===== config.mk =====
export PLATFORM = sky130hd
export DESIGN_NAME = pipelined_control_unit
export DESIGN_NICKNAME = d
export VERILOG_FILES = /design/src/rtl/ctrl_pkg.sv /design/src/rtl/ctrl_decode.sv /design/src/rtl/pipelined_control_unit.sv
export SDC_FILE = /design/constraint.sdc
export NUM_CORES = 1
export LEC_CHECK = 0
export BUFFER_PORTS_ARGS = -buffer_cell sky130_fd_sc_hd__buf_2
export CAP_MARGIN = 10
export CORE_ASPECT_RATIO = 0.75
export CORE_MARGIN = 1
export CORE_UTILIZATION = 41
export DETAILED_ROUTE_END_ITERATION = 8
export PLACE_DENSITY = 0.78
export SYNTH_ARGS = -nofsm -noshare
export SYNTH_HDL_FRONTEND = slang
export SYNTH_SLANG_ARGS = --single-unit

===== constraint.sdc =====
create_clock -name clk -period 2.3 [get_ports clk]
set_clock_uncertainty 0.05 [all_clocks]
set_input_delay 0.46 -clock clk [delete_from_list [all_inputs] [get_ports clk]]
set_output_delay 0.46 -clock clk [all_outputs]
set_load 0.005 [all_outputs]

===== src/rtl/ctrl_pkg.sv =====
// Shared encodings and stage bundles for the pipelined control unit.
// CTRL_JUMP_EN selects the jal/jalr/lui extension and widens the default ImmSrc.
package ctrl_pkg;

    localparam logic [6:0] OP_LOAD   = 7'b0000011;
    localparam logic [6:0] OP_STORE  = 7'b0100011;
    localparam logic [6:0] OP_R      = 7'b0110011;
    localparam logic [6:0] OP_IMM    = 7'b0010011;
    localparam logic [6:0] OP_BRANCH = 7'b1100011;
    localparam logic [6:0] OP_JAL    = 7'b1101111;
    localparam logic [6:0] OP_JALR   = 7'b1100111;
    localparam logic [6:0] OP_LUI    = 7'b0110111;

    localparam logic [6:0] F7_BASE = 7'b0000000;
    localparam logic [6:0] F7_ALT  = 7'b0100000;

    // Base codes fit in 3 bits; the extended set needs the 4-bit ALUControl.
    localparam int ALUCTRL_W_BASE = 3;
    localparam int ALUCTRL_W_EXT  = 4;
    localparam logic [3:0] ALU_ADD  = 4'b0000;
    localparam logic [3:0] ALU_SUB  = 4'b0001;
    localparam logic [3:0] ALU_AND  = 4'b0010;
    localparam logic [3:0] ALU_OR   = 4'b0011;
    localparam logic [3:0] ALU_XOR  = 4'b0100;
    localparam logic [3:0] ALU_SLT  = 4'b0101;
    localparam logic [3:0] ALU_SLL  = 4'b0110;
    localparam logic [3:0] ALU_SRL  = 4'b0111;
    localparam logic [3:0] ALU_SRA  = 4'b1000;
    localparam logic [3:0] ALU_SLTU = 4'b1001;

    localparam logic [1:0] RES_ALU = 2'b00;
    localparam logic [1:0] RES_MEM = 2'b01;
    localparam logic [1:0] RES_PC4 = 2'b10;

    localparam logic [2:0] IMM_I = 3'b000;
    localparam logic [2:0] IMM_S = 3'b001;
    localparam logic [2:0] IMM_B = 3'b010;
    localparam logic [2:0] IMM_J = 3'b011;
    localparam logic [2:0] IMM_U = 3'b100;

`ifdef CTRL_JUMP_EN
    localparam int IMMSRC_W_DEF = 3;
`else
    localparam int IMMSRC_W_DEF = 2;
`endif

    typedef struct packed {
        logic [3:0] alu_control;
        logic       alu_src;
        logic       branch;
        logic       jump;
        logic [1:0] result_src;
        logic       reg_write;
        logic       mem_write;
    } e_bundle_t;

    typedef struct packed {
        logic       mem_write;
        logic [1:0] result_src;
        logic       reg_write;
    } m_bundle_t;

    typedef struct packed {
        logic [1:0] result_src;
        logic       reg_write;
    } w_bundle_t;

    localparam int E_BUNDLE_W = $bits(e_bundle_t);
    localparam int M_BUNDLE_W = $bits(m_bundle_t);
    localparam int W_BUNDLE_W = $bits(w_bundle_t);

endpackage


===== src/rtl/ctrl_decode.sv =====
// Combinational D-stage decode: instruction -> E-stage control bundle, ImmSrc, illegal flag.
// jal/jalr/lui decode only when CTRL_JUMP_EN is defined.
module ctrl_decode
    import ctrl_pkg::*;
#(
    parameter int ALUCTRL_W = 3
) (
    input  logic [31:0] instr,
    output e_bundle_t   bundle,
    output logic [2:0]  imm_src,
    output logic        illegal
);

    localparam bit WIDE = (ALUCTRL_W >= ALUCTRL_W_EXT);

    logic [6:0] op;
    logic [2:0] f3;
    logic [6:0] f7;
    logic       is_r;
    logic       shift;
    logic       f7_ok;
    logic [3:0] fn_alu;
    logic       fn_ill;
    logic       unused_fields;

    assign op    = instr[6:0];
    assign f3    = instr[14:12];
    assign f7    = instr[31:25];
    assign is_r  = (op == OP_R);
    assign shift = (f3 == 3'b001) || (f3 == 3'b101);
    assign unused_fields = ^{instr[24:15], instr[11:7]};

    // R-type allows funct7[5] only on add/sub and srl/sra; I-type checks funct7 on shifts only.
    assign f7_ok = is_r ? (f7 == F7_BASE || (f7 == F7_ALT && (f3 == 3'b000 || f3 == 3'b101)))
                        : (!shift || f7 == F7_BASE || (f7 == F7_ALT && f3 == 3'b101));

    always_comb begin
        fn_alu = ALU_ADD;
        fn_ill = 1'b0;
        case (f3)
            3'b000: fn_alu = (is_r && f7[5]) ? ALU_SUB : ALU_ADD;
            3'b001: begin fn_alu = ALU_SLL;  fn_ill = !WIDE; end
            3'b010: fn_alu = ALU_SLT;
            3'b011: begin fn_alu = ALU_SLTU; fn_ill = !WIDE; end
            3'b100: begin fn_alu = ALU_XOR;  fn_ill = !WIDE; end
            3'b101: begin fn_alu = f7[5] ? ALU_SRA : ALU_SRL; fn_ill = !WIDE; end
            3'b110: fn_alu = ALU_OR;
            default: fn_alu = ALU_AND;
        endcase
    end

    always_comb begin
        bundle  = '0;
        imm_src = IMM_I;
        illegal = 1'b0;
        case (op)
            OP_LOAD: begin
                illegal           = (f3 != 3'b010);
                bundle.alu_src    = 1'b1;
                bundle.result_src = RES_MEM;
                bundle.reg_write  = 1'b1;
            end
            OP_STORE: begin
                illegal          = (f3 != 3'b010);
                bundle.alu_src   = 1'b1;
                bundle.mem_write = 1'b1;
                imm_src          = IMM_S;
            end
            OP_R: begin
                illegal            = fn_ill || !f7_ok;
                bundle.alu_control = fn_alu;
                bundle.reg_write   = 1'b1;
            end
            OP_IMM: begin
                illegal            = fn_ill || !f7_ok;
                bundle.alu_control = fn_alu;
                bundle.alu_src     = 1'b1;
                bundle.reg_write   = 1'b1;
            end
            OP_BRANCH: begin
                illegal            = (f3 != 3'b000);
                bundle.alu_control = ALU_SUB;
                bundle.branch      = 1'b1;
                imm_src            = IMM_B;
            end
`ifdef CTRL_JUMP_EN
            OP_JAL: begin
                bundle.jump       = 1'b1;
                bundle.result_src = RES_PC4;
                bundle.reg_write  = 1'b1;
                imm_src           = IMM_J;
            end
            OP_JALR: begin
                illegal           = (f3 != 3'b000);
                bundle.jump       = 1'b1;
                bundle.alu_src    = 1'b1;
                bundle.result_src = RES_PC4;
                bundle.reg_write  = 1'b1;
            end
            OP_LUI: begin
                bundle.alu_src   = 1'b1;
                bundle.reg_write = 1'b1;
                imm_src          = IMM_U;
            end
`endif
            default: illegal = 1'b1;
        endcase
        // Illegal instructions travel as bubbles so nothing downstream commits.
        if (illegal) begin
            bundle  = '0;
            imm_src = IMM_I;
        end
    end

endmodule


===== src/rtl/pipelined_control_unit.sv =====
// Registered control path: D decode, then ID/EX, EX/MEM, MEM/WB with stall/flush bubbles.
// CTRL_JUMP_EN enables jal/jalr/lui; otherwise jump_e is constant 0.
module pipelined_control_unit
    import ctrl_pkg::*;
#(
    parameter int ALUCTRL_W = 3,
    parameter int IMMSRC_W  = IMMSRC_W_DEF
) (
    input  logic                 clk,
    input  logic                 rst,
    input  logic [31:0]          instr_d,
    input  logic                 stall_e,
    input  logic                 flush_e,
    output logic [IMMSRC_W-1:0]  imm_src_d,
    output logic                 illegal_d,
    output logic [ALUCTRL_W-1:0] alu_control_e,
    output logic                 alu_src_e,
    output logic                 branch_e,
    output logic                 jump_e,
    output logic                 load_e,
    output logic                 reg_write_e,
    output logic                 mem_write_m,
    output logic [1:0]           result_src_m,
    output logic                 reg_write_m,
    output logic [1:0]           result_src_w,
    output logic                 reg_write_w,
    output logic                 illegal_seen
);

    e_bundle_t  d_bundle, e_q;
    m_bundle_t  m_q, e_to_m;
    w_bundle_t  w_q;
    logic [2:0] d_imm;
    logic       unused_ok;

    ctrl_decode #(.ALUCTRL_W(ALUCTRL_W)) u_decode (
        .instr   (instr_d),
        .bundle  (d_bundle),
        .imm_src (d_imm),
        .illegal (illegal_d)
    );

    assign e_to_m = '{mem_write: e_q.mem_write, result_src: e_q.result_src, reg_write: e_q.reg_write};

    // flush outranks stall: E takes a bubble and the old E still drains into M.
    always_ff @(posedge clk or posedge rst) begin
        if (rst) begin
            e_q          <= '0;
            m_q          <= '0;
            w_q          <= '0;
            illegal_seen <= 1'b0;
        end else begin
            w_q <= '{result_src: m_q.result_src, reg_write: m_q.reg_write};
            if (flush_e) begin
                e_q <= '0;
                m_q <= e_to_m;
            end else if (stall_e) begin
                m_q <= '0;
            end else begin
                e_q <= d_bundle;
                m_q <= e_to_m;
            end
            if (!flush_e && !stall_e && illegal_d)
                illegal_seen <= 1'b1;
        end
    end

    assign imm_src_d     = d_imm[IMMSRC_W-1:0];
    assign alu_control_e = e_q.alu_control[ALUCTRL_W-1:0];
    assign alu_src_e     = e_q.alu_src;
    assign branch_e      = e_q.branch;
    assign load_e        = (e_q.result_src == RES_MEM);
    assign reg_write_e   = e_q.reg_write;
    assign mem_write_m   = m_q.mem_write;
    assign result_src_m  = m_q.result_src;
    assign reg_write_m   = m_q.reg_write;
    assign result_src_w  = w_q.result_src;
    assign reg_write_w   = w_q.reg_write;
`ifdef CTRL_JUMP_EN
    assign jump_e        = e_q.jump;
`else
    assign jump_e        = 1'b0;
`endif
    assign unused_ok     = ^{e_q, d_imm};

endmodule


==> metrics <==
status=completed; GRT met3 Usage=6.59%; r2r startpoint=reg_write_e; CP most frequent cell=buf_2; H-tree depth=1; Setup CP Type=primary input to output port; leading cell type in the layout, fill and taps excluded=buf_2; Final min period=2.23 ns; most frequent cells in the layout=36 x buf_2, 14 x dfrtp_1, 11 x nand2_1; die width=55.1 µm; antenna violations before repair=0; largest net degree at the start of global routing=16; die area=2300 µm²; GPL Wtd Cong=0.796; clock latency at the later pin of the worst-skew pair=0.27 ns; final core occ=57.6%; sequential area share after synthesis=40.5%; Worst Path Arrival=1.72 ns; synthesized area=866 µm²; crit-path cells=buf_2 > or4_4 > o41ai_4 > o211ai_2 > buf_2; Cell variety after synth=37; fmax=449 MHz; Crit. End Element=output port; slew at the pin with the worst max-slew slack=0.503 ns; Final TNS setup=0 ns; Syn Area/Cell=9.84 µm²; cell area after layout=1070 µm²; post-route ant nets=0; CTS tree=yes; wire per inst=14.2 µm; class of the worst hold path=primary input to asynchronous set/reset pin; Top Ports=55; Pwr Density=462 nW/µm²; final max-slew violation count=0; total wire length=2.05 mm; dpl cell area=1030 µm²; DP Worst Slack=0.0752 ns; LEAKAGE=0.532 nW; CTS max path bufs=2; total gr overflow=0; DR vias=774; 1st-iter DRT viols=13; Final nets=159; Synth Warn #=0; Critical Path Max Stage Delay=0.55 ns; Resize count post-CTS=0; clk slew on worst S/H paths=0.08 ns; Worst R2R Path Depth=2; reg2reg setup slack=1.57 ns; CP Launch Type=primary input; RSZ-0062 raised after global routing=no; IO buf count=36; max_slew headroom=66.4%; GRT met1 Usage=27.8%; row cnt=13; ratio of cells with drive above 1 in the final layout=41.0%; Clk Tree Root Cell=clkbuf_4; Finish-stage setup viols=0; grt peak-use layer=met2; total power=493 µW; Syn-to-layout area delta=23.4%; TritonCTS buffer count=3; GRT Total Usage=19.4%; area fraction of the dominant cell type after synthesis=40.5%; FF-to-FF End=reg_write_e; # DRC=0; 1st-pass router iterations=4; Final Hold Vio Count=0; max cap viols=0; CP Launch Point=instr_d[28]; CP max stage cell=or4_4; core area=1850 µm²; Syn Inst Count=88; Inserted Diodes=0; Initial Util=46.7%; Crit Path Max Fanout=2; top cells by area, synth=dfrtp_1 40%, buf_4 5.2%, nand2_1 4.8%; Vias per Instance=5.38; Die H=41.8 µm; hold buffers post-CTS=0; min setup slack post-route=0.0721 ns; vias in the first global route=710; clock sinks=14; postcts setup bufs=0; area leader, netlist=dfrtp_1; VDD IR max=506 µV; period utilisation layout=96.9%; met2 Use GR=29.2%; Worst Path Required=1.79 ns; #FFs+latches synth=14; first-pass GRT wire length=3.28 mm; dpl hpwl=1.60 mm
## Yosys cell counts (all sizes together)
cell type / number
dfrtp: 14
nand2: 11
buf: 6
a21oi: 4
a21o: 3
and2: 3
clkbuf: 3
inv: 3
nand2b: 3
nor2: 3
o31ai: 3
a211o: 2
nand3b: 2
nor2b: 2
nor3b: 2
o2111ai: 2
o21ai: 2
o41ai: 2
or3: 2
or4b: 2
a2111o: 1
a31oi: 1
and3b: 1
and4bb: 1
conb: 1
nand3: 1
nor4bb: 1
o211a: 1
o211ai: 1
o21a: 1
o22ai: 1
o32ai: 1
or2: 1
or4: 1
## through the flow
step                hold slack (ns)  cells
floorplan                     0.299     90
global placement              0.307    140
detailed placement            0.317    140
CTS                           0.166    144
global route                  0.175    144
finish                        0.144    144
## worst max-delay path: cells and delay by family
kind,cells,cell delay (ns)
simple gates,1,0.55
compound gates,2,0.46
buf+inv,2,0.25
## flip-flops by register name (all words and copies together) (netlist names)
register,cells
result_src_w,1
mem_write_m,1
alu_control_e,3
reg_write_w,1
result_src_m,1
alu_src_e,1
branch_e,1
e_q,2
illegal_seen,1
reg_write_e,1
reg_write_m,1
## logic make-up after synthesis
group,synth area share (%)
other,0.433
buffers and inverters,7.80
AO/OA/AOI/OAI,26.0
AND/OR/NAND/NOR,25.3
flip-flops,40.5
## cell type report
| type | instances | area, µm² |
|---|---|---|
| timing repair buffer | 37 | 188 |
| inverter | 3 | 11.3 |
| multi-input combinational | 64 | 455 |
| tap | 22 | 27.5 |
| sequential | 14 | 350 |
| fill | 171 | 786 |
| clock buffer | 4 | 36.3 |
## power by group
| part | internal (mW) | total [mW] | switching (mW) |
|---|---|---|---|
| Sequential | 0.246 | 0.246 | 0.0000876 |
| Combinational | 0.0295 | 0.0756 | 0.0461 |
| Clock | 0.0962 | 0.172 | 0.0755 |
## routing by layer
metal / part of all wire [%] / up-vias / wire length (µm)
met4: 0 / 0 / 0
met2: 48 / 23 / 977
met1: 48 / 366 / 972
li1: - / 385 / -
met5: 0 / - / 0
met3: 4.6 / 0 / 95
## worst max-delay path by stage
stage,endpoint,slack [ns],cells after the start
2_1_floorplan,illegal_d,0.33,3
3_3_place_gp,illegal_d,0.09,5
3_5_place_dp,illegal_d,0.08,5
4_1_cts,illegal_d,0.08,5
5_1_grt,illegal_d,0.05,5
6_report,illegal_d,0.07,5
No activity file was read; power rests on OpenSTA's default activity.
